File: config.mk
export PLATFORM = sky130hd
export DESIGN_NAME = cu_mc_flat
export DESIGN_NICKNAME = d
export VERILOG_FILES = /design/src/rtl/cu_mc_pkg.sv /design/src/rtl/cu_mc_if.sv /design/src/rtl/cu_mc_decode.sv /design/src/rtl/cu_mc.sv /design/src/flat_wrapper.sv
export SDC_FILE = /design/constraint.sdc
export NUM_CORES = 1
export LEC_CHECK = 0
export ABC_CLOCK_PERIOD_IN_PS = 3800
export BUFFER_PORTS_ARGS = -buffer_cell sky130_fd_sc_hd__buf_4
export CELL_PAD_IN_SITES_DETAIL_PLACEMENT = 1
export CELL_PAD_IN_SITES_GLOBAL_PLACEMENT = 1
export CORE_ASPECT_RATIO = 1.1
export CORE_UTILIZATION = 34
export CTS_CLUSTER_SIZE = 12
export DETAILED_ROUTE_END_ITERATION = 12
export GPL_TIMING_DRIVEN = 0
export PLACE_DENSITY = 0.87
export SYNTH_ARGS = -nofsm -noshare
export SYNTH_HDL_FRONTEND = slang
export SYNTH_SLANG_ARGS = --single-unit
File: constraint.sdc
create_clock -name clk -period 3.8 [get_ports clk]
set_clock_uncertainty 0.2 [all_clocks]
set_input_delay 0.57 -clock clk [delete_from_list [all_inputs] [get_ports clk]]
set_output_delay 0.57 -clock clk [all_outputs]
set_load 0.005 [all_outputs]
File: src/rtl/cu_mc_pkg.sv
// cu_mc shared types: states, opcodes,
// mux encodings and the decoded control word.
package cu_mc_pkg;

  typedef enum logic [2:0] {
    RST, INF, EX0, MW, EXN, HLT
  } cu_mc_state_t;

  typedef enum logic [6:0] {
    OP_MOVA = 7'b0000000,
    OP_INC  = 7'b0000001,
    OP_ADD  = 7'b0000010,
    OP_SUB  = 7'b0000101,
    OP_AND  = 7'b0001000,
    OP_OR   = 7'b0001001,
    OP_XOR  = 7'b0001010,
    OP_NOT  = 7'b0001011,
    OP_MOVB = 7'b0001100,
    OP_SHR  = 7'b0001101,
    OP_SHL  = 7'b0001110,
    OP_LD   = 7'b0010000,
    OP_IOR  = 7'b0010001,
    OP_SHN  = 7'b0011101,
    OP_ST   = 7'b0100000,
    OP_IOW  = 7'b0100001,
    OP_ADI  = 7'b1000010,
    OP_LDI  = 7'b1001100,
    OP_BRZ  = 7'b1100000,
    OP_BRN  = 7'b1100001,
    OP_JMP  = 7'b1110000,
    OP_HAL  = 7'b1111111
  } opcode_t;

  localparam logic [1:0] PS_HOLD = 2'b00;
  localparam logic [1:0] PS_INC  = 2'b01;
  localparam logic [1:0] PS_BR   = 2'b10;
  localparam logic [1:0] PS_JMP  = 2'b11;

  localparam logic [1:0] MD_FU  = 2'b00;
  localparam logic [1:0] MD_MEM = 2'b01;
  localparam logic [1:0] MD_IO  = 2'b10;

  localparam logic [3:0] FS_SHR = 4'b1101;

  typedef struct packed {
    logic [3:0] fs;
    logic       mb;
    logic [1:0] md;
    logic       iom;
    logic       rw;
    logic [1:0] ps;
    logic       wen;
    logic       mem;
    logic       shn;
    logic       hal;
    logic       ill;
  } ctrl_t;

endpackage

File: src/rtl/cu_mc_if.sv
// cu_mc bundle: instruction/flags/handshake
// in, datapath control word out.
interface cu_mc_if #(
  parameter int REG_AW = 3,
  parameter int RS_FW  = 4
);
  localparam int INS_W = 7 + 3 * REG_AW;

  logic [INS_W-1:0]   ins_in;
  logic               z_in;
  logic               n_in;
  logic               mem_rdy;
  logic               go_in;
  logic               il_out;
  logic [1:0]         ps_out;
  logic               rw_out;
  logic [3*RS_FW-1:0] rs_out;
  logic               mm_out;
  logic [1:0]         md_out;
  logic               mb_out;
  logic [3:0]         fs_out;
  logic               wen_out;
  logic               iom_out;
  logic               mem_req_out;
  logic               halted_out;
  logic               illegal_out;

  modport master (
    input  ins_in, z_in, n_in,
    input  mem_rdy, go_in,
    output il_out, ps_out, rw_out,
    output rs_out, mm_out, md_out,
    output mb_out, fs_out, wen_out,
    output iom_out, mem_req_out,
    output halted_out, illegal_out
  );

  modport slave (
    output ins_in, z_in, n_in,
    output mem_rdy, go_in,
    input  il_out, ps_out, rw_out,
    input  rs_out, mm_out, md_out,
    input  mb_out, fs_out, wen_out,
    input  iom_out, mem_req_out,
    input  halted_out, illegal_out
  );
endinterface

File: src/rtl/cu_mc_decode.sv
// Opcode to control word, shared by the
// execute and memory-wait states.
import cu_mc_pkg::*;

module cu_mc_decode (
  input  logic [6:0] op_i,
  input  logic       z_i,
  input  logic       n_i,
  output ctrl_t      ctrl_o
);

  // ALU ops write back and step the PC
  always_comb begin
    ctrl_o     = '0;
    ctrl_o.fs  = op_i[3:0];
    ctrl_o.rw  = 1'b1;
    ctrl_o.ps  = PS_INC;
    ctrl_o.wen = 1'b1;
    unique case (op_i)
      OP_MOVA, OP_INC, OP_ADD, OP_SUB,
      OP_AND, OP_OR, OP_XOR, OP_NOT,
      OP_MOVB, OP_SHR, OP_SHL: ;
      OP_ADI, OP_LDI: ctrl_o.mb = 1'b1;
      OP_LD: begin
        ctrl_o.md  = MD_MEM;
        ctrl_o.mem = 1'b1;
      end
      OP_ST: begin
        ctrl_o.rw  = 1'b0;
        ctrl_o.wen = 1'b0;
        ctrl_o.mem = 1'b1;
      end
      OP_IOR: begin
        ctrl_o.md  = MD_IO;
        ctrl_o.iom = 1'b1;
      end
      OP_IOW: begin
        ctrl_o.rw  = 1'b0;
        ctrl_o.iom = 1'b1;
      end
      OP_SHN: ctrl_o.shn = 1'b1;
      OP_BRZ: begin
        ctrl_o.rw = 1'b0;
        ctrl_o.ps = z_i ? PS_BR : PS_INC;
      end
      OP_BRN: begin
        ctrl_o.rw = 1'b0;
        ctrl_o.fs = 4'b0000;
        ctrl_o.ps = n_i ? PS_BR : PS_INC;
      end
      OP_JMP: begin
        ctrl_o.rw = 1'b0;
        ctrl_o.ps = PS_JMP;
      end
      OP_HAL: begin
        ctrl_o.rw  = 1'b0;
        ctrl_o.ps  = PS_HOLD;
        ctrl_o.hal = 1'b1;
      end
      default: begin
        ctrl_o.rw  = 1'b0;
        ctrl_o.ill = 1'b1;
      end
    endcase
  end

endmodule

File: src/rtl/cu_mc.sv
// Multi-cycle control unit: fetch, execute,
// memory wait, counted shift, halt.
import cu_mc_pkg::*;

module cu_mc #(
  parameter int REG_AW = 3,
  parameter int RS_FW  = 4
) (
  input  logic    clk,
  input  logic    rst_n,
  cu_mc_if.master bus
);

  localparam int INS_W = 7 + 3 * REG_AW;

  cu_mc_state_t      state_q, state_d;
  logic [REG_AW-1:0] cnt_q, cnt_d;

  logic [6:0]        op;
  logic [REG_AW-1:0] dr, sa, sb;
  ctrl_t             c;

  logic               il, rw, mb, wen;
  logic               iom, mreq, halted, ill;
  logic [1:0]         ps, md;
  logic [3:0]         fs;
  logic [3*RS_FW-1:0] rs;

  assign op = bus.ins_in[INS_W-1 -: 7];
  assign dr = bus.ins_in[3*REG_AW-1 -: REG_AW];
  assign sa = bus.ins_in[2*REG_AW-1 -: REG_AW];
  assign sb = bus.ins_in[REG_AW-1:0];

  cu_mc_decode u_dec (
    .op_i   (op),
    .z_i    (bus.z_in),
    .n_i    (bus.n_in),
    .ctrl_o (c)
  );

  // state and shift counter registers
  always_ff @(posedge clk or negedge rst_n) begin
    if (!rst_n) begin
      state_q <= RST;
      cnt_q   <= '0;
    end else begin
      state_q <= state_d;
      cnt_q   <= cnt_d;
    end
  end

  // next state and control outputs
  always_comb begin
    state_d = state_q;
    cnt_d   = cnt_q;
    il      = 1'b0;
    ps      = PS_HOLD;
    rw      = 1'b0;
    rs      = '0;
    md      = MD_FU;
    mb      = 1'b0;
    fs      = 4'b0000;
    wen     = 1'b1;
    iom     = 1'b0;
    mreq    = 1'b0;
    halted  = 1'b0;
    ill     = 1'b0;
    unique case (state_q)
      RST: state_d = INF;
      INF: begin
        mreq = 1'b1;
        il   = bus.mem_rdy;
        if (bus.mem_rdy) state_d = EX0;
      end
      EX0, MW: begin
        rs = {RS_FW'(dr), RS_FW'(sa),
              RS_FW'(sb)};
        fs = c.fs;
        mb = c.mb;
        md = c.md;
        iom = c.iom;
        rw = c.rw;
        ps = c.ps;
        state_d = INF;
        unique case (1'b1)
          c.mem: begin
            mreq = 1'b1;
            if (bus.mem_rdy) begin
              wen = c.wen;
            end else begin
              rw = 1'b0;
              ps = PS_HOLD;
              state_d = MW;
            end
          end
          c.shn: begin
            if (sb == '0) begin
              rw = 1'b0;
            end else begin
              cnt_d = sb - REG_AW'(1);
              if (sb != REG_AW'(1)) begin
                ps = PS_HOLD;
                state_d = EXN;
              end
            end
          end
          c.hal: state_d = HLT;
          c.ill: ill = 1'b1;
          default: ;
        endcase
      end
      EXN: begin
        rw = 1'b1;
        rs = {RS_FW'(dr), RS_FW'(dr),
              RS_FW'(sb)};
        fs = FS_SHR;
        cnt_d = cnt_q - REG_AW'(1);
        if (cnt_q == REG_AW'(1)) begin
          ps = PS_INC;
          state_d = INF;
        end
      end
      HLT: begin
        halted = 1'b1;
        if (bus.go_in) begin
          ps = PS_INC;
          state_d = INF;
        end
      end
      default: state_d = RST;
    endcase
  end

  assign bus.il_out      = il;
  assign bus.ps_out      = ps;
  assign bus.rw_out      = rw;
  assign bus.rs_out      = rs;
  assign bus.mm_out      = 1'b0;
  assign bus.md_out      = md;
  assign bus.mb_out      = mb;
  assign bus.fs_out      = fs;
  assign bus.wen_out     = wen;
  assign bus.iom_out     = iom;
  assign bus.mem_req_out = mreq;
  assign bus.halted_out  = halted;
  assign bus.illegal_out = ill;

endmodule

File: src/flat_wrapper.sv
// flat-port wrapper written by rule: the top's interface ports become plain ports
module cu_mc_flat 
#(
  parameter int REG_AW = 3,
  parameter int RS_FW  = 4
)
  (clk, rst_n, bus_ins_in, bus_z_in, bus_n_in, bus_mem_rdy, bus_go_in, bus_il_out, bus_ps_out, bus_rw_out, bus_rs_out, bus_mm_out, bus_md_out, bus_mb_out, bus_fs_out, bus_wen_out, bus_iom_out, bus_mem_req_out, bus_halted_out, bus_illegal_out);
  cu_mc_if #(.REG_AW(REG_AW), .RS_FW(RS_FW)) bus_i ();
  input  logic clk;
  input  logic rst_n;
  input wire logic [$bits(bus_i.ins_in)-1:0] bus_ins_in;
  input wire logic [$bits(bus_i.z_in)-1:0] bus_z_in;
  input wire logic [$bits(bus_i.n_in)-1:0] bus_n_in;
  input wire logic [$bits(bus_i.mem_rdy)-1:0] bus_mem_rdy;
  input wire logic [$bits(bus_i.go_in)-1:0] bus_go_in;
  output wire logic [$bits(bus_i.il_out)-1:0] bus_il_out;
  output wire logic [$bits(bus_i.ps_out)-1:0] bus_ps_out;
  output wire logic [$bits(bus_i.rw_out)-1:0] bus_rw_out;
  output wire logic [$bits(bus_i.rs_out)-1:0] bus_rs_out;
  output wire logic [$bits(bus_i.mm_out)-1:0] bus_mm_out;
  output wire logic [$bits(bus_i.md_out)-1:0] bus_md_out;
  output wire logic [$bits(bus_i.mb_out)-1:0] bus_mb_out;
  output wire logic [$bits(bus_i.fs_out)-1:0] bus_fs_out;
  output wire logic [$bits(bus_i.wen_out)-1:0] bus_wen_out;
  output wire logic [$bits(bus_i.iom_out)-1:0] bus_iom_out;
  output wire logic [$bits(bus_i.mem_req_out)-1:0] bus_mem_req_out;
  output wire logic [$bits(bus_i.halted_out)-1:0] bus_halted_out;
  output wire logic [$bits(bus_i.illegal_out)-1:0] bus_illegal_out;
  assign bus_i.ins_in = bus_ins_in;
  assign bus_i.z_in = bus_z_in;
  assign bus_i.n_in = bus_n_in;
  assign bus_i.mem_rdy = bus_mem_rdy;
  assign bus_i.go_in = bus_go_in;
  assign bus_il_out = bus_i.il_out;
  assign bus_ps_out = bus_i.ps_out;
  assign bus_rw_out = bus_i.rw_out;
  assign bus_rs_out = bus_i.rs_out;
  assign bus_mm_out = bus_i.mm_out;
  assign bus_md_out = bus_i.md_out;
  assign bus_mb_out = bus_i.mb_out;
  assign bus_fs_out = bus_i.fs_out;
  assign bus_wen_out = bus_i.wen_out;
  assign bus_iom_out = bus_i.iom_out;
  assign bus_mem_req_out = bus_i.mem_req_out;
  assign bus_halted_out = bus_i.halted_out;
  assign bus_illegal_out = bus_i.illegal_out;
  cu_mc #(.REG_AW(REG_AW), .RS_FW(RS_FW)) u_core (.clk(clk), .rst_n(rst_n), .bus(bus_i));
endmodule
; ---- Yosys cells after proc, flatten, opt, wreduce, memory -nomap -nowiden
; Index checks and enable logic that the tools add are counted.
[word_totals]
ff_bits = 6
latchBits = 0
ramBits = 0
mem_bits_ro = 0
in_bits = 22
out_inout_bits = 29
word_cells = 97
n_memories = 0
[classes]
addsub = 2
mul = 0
div_mod_pow = 0
n_lt_le_gt_ge = 0
n_eq_ne = 33
shift = 0
muxes = 48
bitwise_logic = 0
n_reduce_logical = 12
[op_table]
columns = cell, count
row1 = $eq 7x4->1 const B, 7
row2 = $eq 7x7->1 const B, 6
row3 = $pmux 11 s2, 1
row4 = $reduce_or 22->1, 1
row5 = $eq 7x5->1 const B, 3
row6 = $mux 1, 21
row7 = $mux 3, 7
row8 = $reduce_or 16->1, 1
row9 = $pmux 3 s5, 1
row10 = $eq 7x6->1 const B, 2
row11 = $mux 2, 7
row12 = $pmux 3 s3, 1
row13 = $pmux 2 s2, 2
row14 = $pmux 2 s4, 1
row15 = $pmux 4 s2, 1
row16 = $reduce_or 2->1, 4
row17 = $eq 7x1->1 const B, 1
row18 = $eq 7x2->1 const B, 1
row19 = $eq 7x3->1 const B, 1
row20 = $logic_not 7->1, 1
row21 = $eq 3x1->1 const B, 2
row22 = $eq 3x2->1 const B, 2
row23 = $eq 3x3->1 const B, 2
row24 = $logic_not 3->1, 2
row25 = other kinds (10), 17

; ---- Longest topological paths before layout
[depth]
depth_word = 6
mapped_depth = 6
ltp_nobuf = 6

; ---- Hierarchy
; A second synthesis with hierarchy kept.
[hier_totals]
cells_unflattened = 152
area_unflattened_um2 = 1109.8
[by_module_without_submodules]
columns = mod, n_inst, cells_each, area_per_inst_um2, seq_area_each_um2
row1 = cu_mc, 1, 96, 743.2, 150.1
row2 = cu_mc_decode, 1, 56, 366.6, 0.0

; ---- Worst setup path before layout
; No wires, ideal clock.
[synth_path]
kind = input-to-output
startpoint = input port bus_ins_in[11]
endpoint = output port bus_ps_out[0]
t_arrival_ps = 1805
required_ps = 3030
path_slack_ps = 1225
cell_stages = 4
path_buffers = 1
cell_sequence = buf_2 or3_4 or4b_4 a41o_2
[synth_between]
elab_chain_cells = 6
elab_cells_between_ends = 16
classes_between = eq/ne (7) / mux (8) / reduce/logical (1)
[synth_rtl]
columns = item, line_no
row1 = from (decl), flat_wrapper.sv:11  ; input wire logic [$bits(bus_i.ins_in)-1:0] bus_ins_in;
row2 = $eq 7x7->1, cu_mc_decode.sv:19  ; unique case (op_i)
row3 = $pmux 2 s4, cu_mc_decode.sv:19
row4 = $mux 2, cu_mc.sv:101  ; if (sb != REG_AW'(1)) begin
row5 = $mux 2, cu_mc.sv:97  ; if (sb == '0) begin
row6 = $pmux 2 s2 *, cu_mc.sv:85  ; unique case (1'b1)
row7 = $pmux 2 s3 *, cu_mc.sv:68  ; unique case (state_q)
row8 = to (decl), flat_wrapper.sv:17  ; output wire logic [$bits(bus_i.ps_out)-1:0] bus_ps_out;
; Every way passes the cells marked *; elsewhere a longest branch is shown, timed or not.

; ---- Worst setup path after layout
[layout_path]
startpoint = register u_core.state_q[2]
endpoint = output port bus_rw_out
[layout_between]
elab_chain_cells = 3
elab_cells_between_ends = 5
classes_between = eq/ne (3) / mux (1) / reduce/logical (1)
[layout_rtl]
columns = item, line_no
row1 = from (decl), cu_mc.sv:16  ; cu_mc_state_t state_q, state_d;
row2 = from (signal assigned), cu_mc.sv:47  ; state_q <= state_d;
row3 = $eq 3x2->1, cu_mc.sv:68
row4 = $reduce_or 2->1, cu_mc.sv:68
row5 = $pmux 1 s2 *, cu_mc.sv:68
row6 = to (decl), flat_wrapper.sv:18  ; output wire logic [$bits(bus_i.rw_out)-1:0] bus_rw_out;
; Marks and branches as above.

==> flow_metrics.tcl <==
set metrics [dict create \
    ff_latch_area_um2 150.1 \
    die_h_um 61.92 \
    wl_um 3746 \
    synth-adder-area-share_pct 9.019 \
    cp.arrival_ns 2.36 \
    syn_inst 160 \
    ys_warn_count 0 \
    max_freq_ghz 0.3194 \
    max-vdd-ir-drop_mv 0.2019 \
    dp.cells 241 \
    hp-class "reg2reg" \
    port_buffers 44 \
    synthSimpleGateAreaFrac_pct 37.43 \
    htreeDepth 1 \
    postCtsSetupBuffers 0 \
    ys_ff_latch 6 \
    numClockSinks 6 \
    n_antenna_cell 0 \
    tns_ns 0 \
    rsz0062_at_grt "false" \
    rr_startpoint "u_core.cnt_q[0]" \
    ys_seq_area_share_pct 13.53 \
    root_buffer "clkbuf_4" \
    dpl_cell_area_mm2 0.001494 \
    synth_xor_area_share_pct 1.578 \
    status "complete, no violations" \
    p_total_mw 0.4695 \
    worst_pin_slew_ns 0.8748 \
    pin_count 51 \
    wire_per_inst_um 15.29 \
    start_kind "flop" \
    ys_top_cells_by_count "nand2_1 (16), nor2_1 (16), inv_1 (11)" \
    cts_hold_buf 1 \
    setup_ws_ns 0.6688 \
    initial_core_util_pct 36.10 \
    gp_congestion 0.8455 \
    final_area_mm2 0.001526 \
    first_global_vias 1302 \
    setup_violations 0 \
    grt_max_degree 11 \
    finalCritPeriodShare_pct 82.40 \
    hold_viol 0 \
    synth.largest_area_cell "dfrtp_1" \
    synth_area_mm2 0.001110 \
    place_hpwl_um 3089 \
    dieArea_mm2 0.003497 \
    ys_types 51 \
    cap_viol_max_count 0 \
    min_from "u_core.cnt_q[1]" \
    synth_top_family_by_area "simple AND/OR/NAND/NOR gates" \
    cts_tree "built" \
    syn2layout_area_growth_pct 37.54 \
    post-place-ws_ns 0.8611 \
    synth_mux_area_share_pct 0.9019 \
    finalNetCount 243 \
    postSynth.asyncResetShare_pct 100.0 \
    critPathMaxFanout 10 \
    cts_resized 0 \
    period_needed_ns 3.131 \
    clkLatencyLatePin_ns 0.24 \
    fin_util_pct 49.65 \
    antenna_found_initial 0 \
    grt_overflow 0 \
    rows 21 \
    avgSynthCellArea_um2 6.936 \
    clockBufferDepth 2 \
    vias 1325 \
    drive_above_1_share_pct 28.91 \
    grt_pass1_wl_um 5830 \
    maxSlewHeadroom_pct 40.94 \
    die_x_um 56.48 \
    coreArea_mm2 0.003074 \
    synth_area_leaders "dfrtp_1 (14%), ha_1 (9.0%), nand2_1 (5.4%)" \
    crit_type "reg2out" \
    drv_slew 0 \
    grt_usage_pct 20.82 \
    ant_nets 0 \
    synth_compound_area_share_pct 25.93 \
    drt_pre_antenna_iters 4 \
    crit_path_end_kind "output port" \
    clk_pin_slew_ns 0.05 \
    cts_buffers 3 \
    vias_per_cell 5.408 \
    finalNonFillerCells 245 \
    holdWs_ns 0.3690 \
    synth_ff_type "dfrtp_1" \
    drt_iter0_drc 14 \
    synth_top_area_share_pct 13.53 \
    drcViolationCount 0 \
    synth_edf_count 0 \
    p_leak_nw 0.7071 \
    multi_input_area_um2 845.8 \
    fillCellCount 424 \
    pwr_density_cell_mw_per_mm2 307.6 \
    critPathLaunch "u_core.state_q[2]" \
    cp.required_ns 3.03 \
]
power by group:
group | switching (mW) | internal (mW)
logic | 0.159 | 0.145
registers | 0.0248 | 0.0820
clock network | 0.0230 | 0.0357
final cells by class:
type	instances	area share, %
buffer	16	5.492
clock buffer	3	1.475
inverter	11	2.705
multi-input combinational	130	55.41
sequential	6	9.836
tap	34	2.787
timing repair buffer	45	22.30
state kept, by name, indices dropped and copies added (netlist names):
register        flops
u_core.cnt_q        3
u_core.state_q      3
routing by layer:
| layer | vias to the layer above | global-route usage, % | part of all wire [%] |
|---|---|---|---|
| li1 | 665 | - | - |
| met1 | 631 | 26.15 | 45 |
| met2 | 25 | 39.33 | 52 |
| met3 | 4 | 1.863 | 2.2 |
| met4 | 0 | 4.530 | 1.1 |
| met5 | - | 0 | 0 |
path summary, 6_finish.rpt:
check | end | slack, ns | depth (start not counted)
max | bus_rw_out | 0.67 | 7
min | u_core.cnt_q[1] | 0.37 | 1
max reg2reg | u_core.state_q[0] | 1.56 | 5
min reg2reg | u_core.cnt_q[1] | 0.37 | 1
max in group asynchronous | u_core.cnt_q[2] | 2.82 | 2
min in group asynchronous | u_core.state_q[2] | 0.47 | 2
layout by cell type (no fill, tap or decap), types with 2 or more instances in the layout:
master     netlist  layout
buf_4            4      48
nor2_1          16      16
nand2_1         16      16
inv_1           11      11
clkbuf_1        10      10
o21ai_0          9       9
nand3_1          9       9
nor2b_1          8       8
ha_1             8       8
dfrtp_1          6       6
nor3_1           5       5
a21oi_1          5       5
a22o_1           4       4
conb_1           1       4
clkbuf_4         0       3
nor3b_2          2       2
and2_1           2       2
or3b_2           2       2
and4b_1          2       2
nand2b_1         2       2
a2bb2oi_1        2       2
nand4_1          2       2
a211oi_1         2       2
o311ai_0         2       2
nor3b_1          2       2
o22ai_1          2       2
critical path, cell delays in order, from the launching register on:
cell	delay, ns
dfrtp_1	0.46
inv_1	0.09
ha_1	0.19
clkbuf_1	0.39
clkbuf_1	0.44
o211ai_1	0.17
o21ai_0	0.23
buf_4	0.14
cell families (layout without fill, tap and decap cells):
group                      Yosys count  in the layout
muxes                                1              1
other                                1              4
xor gates and xnor gates             2              2
and+or+nand+nor                     75             75
AOI/OAI and AO/OA                   40             40
buffers and inverters               27             75
DFF                                  6              6
adders and majority gates            8              8
Note: power is estimated with default switching activity, not from simulation.
